==> config.mk <==
export PLATFORM = sky130hd
export DESIGN_NAME = encoder_four_two_seq
export DESIGN_NICKNAME = d
export VERILOG_FILES = /design/src/rtl/encoder_four_two_seq.sv
export SDC_FILE = /design/constraint.sdc
export NUM_CORES = 1
export LEC_CHECK = 0
export CAP_MARGIN = 15
export CORE_AREA = 2 2 39 41
export CTS_BUF_LIST = sky130_fd_sc_hd__clkbuf_16
export DETAILED_ROUTE_END_ITERATION = 8
export DIE_AREA = 0 0 41 43
export PLACE_DENSITY = 0.61
export REMOVE_ABC_BUFFERS = 1
export SYNTH_ARGS = -nofsm -noshare
export SYNTH_HDL_FRONTEND = slang
export SYNTH_SLANG_ARGS = --single-unit
==> constraint.sdc <==
create_clock -name clk -period 1.1 [get_ports clk]
set_clock_uncertainty 0.05 [all_clocks]
set_input_delay 0.33 -clock clk [delete_from_list [all_inputs] [get_ports clk]]
set_output_delay 0.33 -clock clk [all_outputs]
set_load 0.05 [all_outputs]
==> src/rtl/encoder_four_two_seq.sv <==
// Emits the binary index of each set bit of a loaded request mask, lowest first; first code 1 cycle after load.
// One code per valid&rdy&en handshake; rdy=0 holds the code, en=0 freezes state and drops valid.
module encoder_four_two_seq #(
    parameter int N = 4
) (
    input  logic                 clk,
    input  logic                 rst,
    input  logic                 en,
    input  logic                 ld,
    input  logic [N-1:0]         in,
    input  logic                 rdy,
    output logic [$clog2(N)-1:0] o,
    output logic                 valid,
    output logic                 busy,
    output logic                 done,
    output logic                 zero
);

    localparam int W = $clog2(N);

    typedef enum logic {
        S_IDLE = 1'b0,
        S_SCAN = 1'b1
    } state_t;

    state_t         r_state;
    logic [N-1:0]   r_pend;
    logic           r_done;
    logic           r_zero;

    state_t         w_state_nxt;
    logic [N-1:0]   w_pend_nxt;
    logic           w_done_nxt;
    logic           w_zero_nxt;
    logic [N-1:0]   w_pend_clr;
    logic           w_accept;
    logic [W-1:0]   w_lsb_idx;

    // x & (x-1) drops the lowest set bit: the code just accepted.
    assign w_pend_clr = r_pend & (r_pend - N'(1));
    assign w_accept   = (r_state == S_SCAN) && en && rdy;

    always_comb begin
        w_lsb_idx = '0;
        for (int i = N - 1; i >= 0; i--) begin
            if (r_pend[i]) begin
                w_lsb_idx = W'(i);
            end
        end
    end

    always_ff @(posedge clk or posedge rst) begin
        if (rst) begin
            r_state <= S_IDLE;
            r_pend  <= '0;
            r_done  <= 1'b0;
            r_zero  <= 1'b0;
        end else begin
            r_state <= w_state_nxt;
            r_pend  <= w_pend_nxt;
            r_done  <= w_done_nxt;
            r_zero  <= w_zero_nxt;
        end
    end

    always_comb begin
        w_state_nxt = r_state;
        w_pend_nxt  = r_pend;
        w_done_nxt  = 1'b0;
        w_zero_nxt  = 1'b0;
        case (r_state)
            S_IDLE: begin
                if (en && ld) begin
                    if (in != '0) begin
                        w_pend_nxt  = in;
                        w_state_nxt = S_SCAN;
                    end else begin
                        w_zero_nxt  = 1'b1;
                    end
                end
            end
            S_SCAN: begin
                if (w_accept) begin
                    w_pend_nxt = w_pend_clr;
                    if (w_pend_clr == '0) begin
                        w_state_nxt = S_IDLE;
                        w_done_nxt  = 1'b1;
                    end
                end
            end
            default: begin
                w_state_nxt = S_IDLE;
            end
        endcase
    end

    always_comb begin
        o     = w_lsb_idx;
        busy  = (r_state == S_SCAN);
        valid = (r_state == S_SCAN) && en;
        done  = r_done;
        zero  = r_zero;
    end

endmodule

# Word-level counts from Yosys, hierarchy flattened
# Cells that the tools add are included.
# classes
add_sub_neg	1
mul	0
div	0
n_lt_le_gt_ge	0
n_eq_ne	3
n_shift	0
n_mux	19
bitwise_logic	2
reduce_logical	6
# op_table
operator	n
$mux W4	3
$mux W1	10
$mux W2	4
$pmux W4 S2	1
$and A4 B4 Y4	1
$logic_not A4 Y1	1
$ne A2 B2 Y1 const B	2
$reduce_bool A4 Y1	1
$sub A4 B1 Y4 const B	1
$logic_and A1 B1 Y1	3
$reduce_and A3 Y1	1
$ne A2 B1 Y1 const B	1
$pmux W1 S2	1
$not A1 Y1	1
# totals
register_bits	7
latch_bits	0
ramBits	0
rom_bits	0
in_bits	9
out_inout_bits	6
wordCells	35
n_memories	0

# Logic depth before layout (Yosys ltp)
# depth
word_depth	6
mapped_depth	3
mapped_depth_nobuf	3

# Worst setup path before layout
# OpenSTA, ideal clock, no wires.
# synth_path
path_kind	reg-to-output
start	reg r_pend[0]
end	out o[1]
arrival_ps	1320
required_time_ps	720
path_slack_ps	-600
stages_incl_launch_ff	3
n_path_buf	0
path_cell_list	dfrtp_1 -> or2_1 -> nor2_1
# synth_between
elab_chain_len	1
# synth_rtl
element	line_no	rtl
start, declared	27	logic [N-1:0] r_pend;
start signal, assigned	60	r_pend <= w_pend_nxt;
$mux W2	46	if (r_pend[i]) begin
end, declared	12	output logic [$clog2(N)-1:0] o,
# No other way between the ends.

# Final worst setup path
# Ends and elaborated chain as after synthesis.

==> out/qor.yml <==
outcome:
  outcome: "finished with violations"
  violations: "setup timing"
synth:
  netlist_area_um2: 382
  synth_top_area_share: 0.459
  yosysSeqAreaShare: 0.459
  synth_top_area_cell: "dfrtp_1"
  async_reset_ff_frac: 1.00
  ys.flop_type: "dfrtp_1"
  syn_avg_cell_area_um2: 10.0
  ys_seq_elements: 7
  netlist-cell-type-count: 20
  synth_cells: 38
  synth_edf_count: 0
  netlist_top_cells_area: "dfrtp_1, nor4_4, a32oi_1"
  yosysWarnings: 0
routing:
  drt-wirelength-per-cell_um: 13.6
  postRouteAntennaNets: 0
  drc_errors: 0
  routed_wl_mm: 1.20
  drt-pass1-iter-count: 4
  num_vias: 428
  post_drt_via_cell_ratio: 4.86
  first_iter_violations: 1
global_route:
  grt_pass1_vias: 425
  grt_start_max_net_pins: 8
  grt_pass1_wl_mm: 1.73
  antenna_found_initial: 0
  grt_use_total: 0.152
  gr-total-overflow: 0
cells_and_area:
  n_fill_cell: 112
  area_delta_synth_final_pct: 122
  n_antenna_cell: 0
  drive_gt1_frac: 0.542
  final_nets: 82
  design_area_um2: 846
clocking:
  insertion_delay_ps: 240
  cts_buffers: 3
  clkTransAtPathRegs_ps: 40
  clockBufferDepth: 2
  root_buffer: "clkbuf_16"
  clock-sinks: 7
  htree_num_levels: 1
  cts_tree: "done"
  ctsHoldBuffers: 0
floorplanning:
  initial_utilization: 0.276
  ioPinCount: 15
  die_h_um: 43
  num_rows: 14
  core_um2: 1380
  fp.dieW_um: 41
  die_area_um2: 1760
placed_design:
  hpwl_um: 756
  dpl_cell_area_um2: 684
  gp_congestion: 0.818
  port_buffers: 14
timing:
  period_needed_ps: 1550
  setup_ws_ps: -447
  relSlewSlack: 0.804
  final-setup-viol-count: 12
  finalCritPeriodShare: 1.41
  finalMaxSlewViolations: 0
  worst_pin_slew_ps: 292
  hold_viol_final: 0
  fmax_ghz: 0.646
  rsz0062_at_grt: "yes"
worst_setup_path:
  crit_path_end_kind: "output port"
  crit_fanout: 2
  r2r_cells: 5
  path_cells: "or2_1 -> nor2_2 -> buf_12"
  cpPeakStageDelay_ps: 370
  crit_required_ps: 720
  critical_path_buf_inv_count: 1
  critPathTopFamily: "simple AND/OR/NAND/NOR gates"
  worstPathArrival_ps: 1170
  slowest_stage: "dfrtp_1"
  cp-start-kind: "flip-flop"
  worstSetupPathType: "flip-flop to output port"
  path_depth: 3
pwr:
  peakVddDrop_mv: 1.91
  power.total_mw: 2.79
  p_leak_nw: 0.409
  powerDensity_nw_per_um2: 3300
job:
  drv_cap: 0
worst_hold_path:
  hp-class: "input port to asynchronous set/reset pin"
## cells in the final DEF (no fill, tap or decap), drive strengths merged
cell and count:
nand3 1, or2 1, nor2b 1, nor2 3, o21ai 4, dfrtp 7
nand3b 1, clkdlybuf4s50 2, a32oi 2, nand2 4, a21oi 2, o21bai 1
inv 4, dlygate4sd2 6, buf 22, nor4 1, a211oi 2, a21o 1
o311a 1, and3b 1, clkbuf 3, and2 2
## power by group
group          total (mW)  internal, mW  switching (mW)
sequential          0.445         0.352          0.0936
combinational        1.72         0.891           0.830
clock               0.623         0.474           0.149
## flip-flops by register name, indices dropped and copies added (netlist names)
name    cells
zero        1
busy        1
r_pend      4
done        1
## synthesized netlist by cell type (2+ instances only)
| master | instances |
|---|---|
| a21oi_1 | 2 |
| dfrtp_1 | 7 |
| o21ai_1 | 3 |
| inv_1 | 3 |
| a211oi_1 | 2 |
| nand2_1 | 4 |
| nor2_1 | 3 |
| a32oi_1 | 2 |
## routing by layer
| layer | global-route usage | vias up | share of wire |
|---|---|---|---|
| met3 | 0.0681 | 5 | 0.037 |
| li1 | - | 205 | - |
| met4 | 0.100 | 0 | 0.028 |
| met5 | 0 | - | 0 |
| met1 | 0.160 | 209 | 0.38 |
| met2 | 0.231 | 9 | 0.56 |
## area by class of cell
type,count,area (um^2),area share
repair buffers,30,332,0.392
inverters,3,11.3,0.0133
flip-flops and latches,7,175,0.207
multi-input cells,28,229,0.271
clock inverters,1,3.75,0.00444
well taps,16,20.0,0.0237
clock buffers,3,75.1,0.0888
## path summary, 6_finish.rpt
kind                              to  slack [ps]  startpoint
max reg2reg                     busy        -200   r_pend[2]
max in group asynchronous       busy         520         rst
min                             done         270         rst
max                             o[1]        -450   r_pend[0]
min reg2reg                r_pend[1]         650   r_pend[0]
min in group clk           r_pend[0]         520       in[0]
## through the flow
step | instances | hold WS [ps] | setup TNS [ps] | setup slack, ps | utilization
final | 88 | 267 | -2210 | -447 | 0.611
after detailed placement | 79 | 525 | -3770 | -486 | 0.495
after floorplan | 38 | 83.4 | -3380 | -600 | -
after global routing | 88 | 320 | -2610 | -478 | 0.611
after global placement | 79 | 518 | -3680 | -459 | 0.495
after CTS | 85 | 275 | -2030 | -418 | 0.579
## timing repair
action / CTS / global route
gates resized for setup: 14 / 7
endpoints found under the hold margin: 0 / 0
pin swaps: 9 / 5
setup endpoints to repair: 13 / 13
setup buffers: 3 / 3
## cell families (layout without fill, tap and decap cells)
logic type             Yosys count  after routing  share of synthesized area
buffers and inverters            3             37                     0.0295
flip-flops                       7              7                      0.459
AO/OA/AOI/OAI                   13             13                      0.239
AND/OR/NAND/NOR                 15             15                      0.272
(Power assumes the default switching activity.)
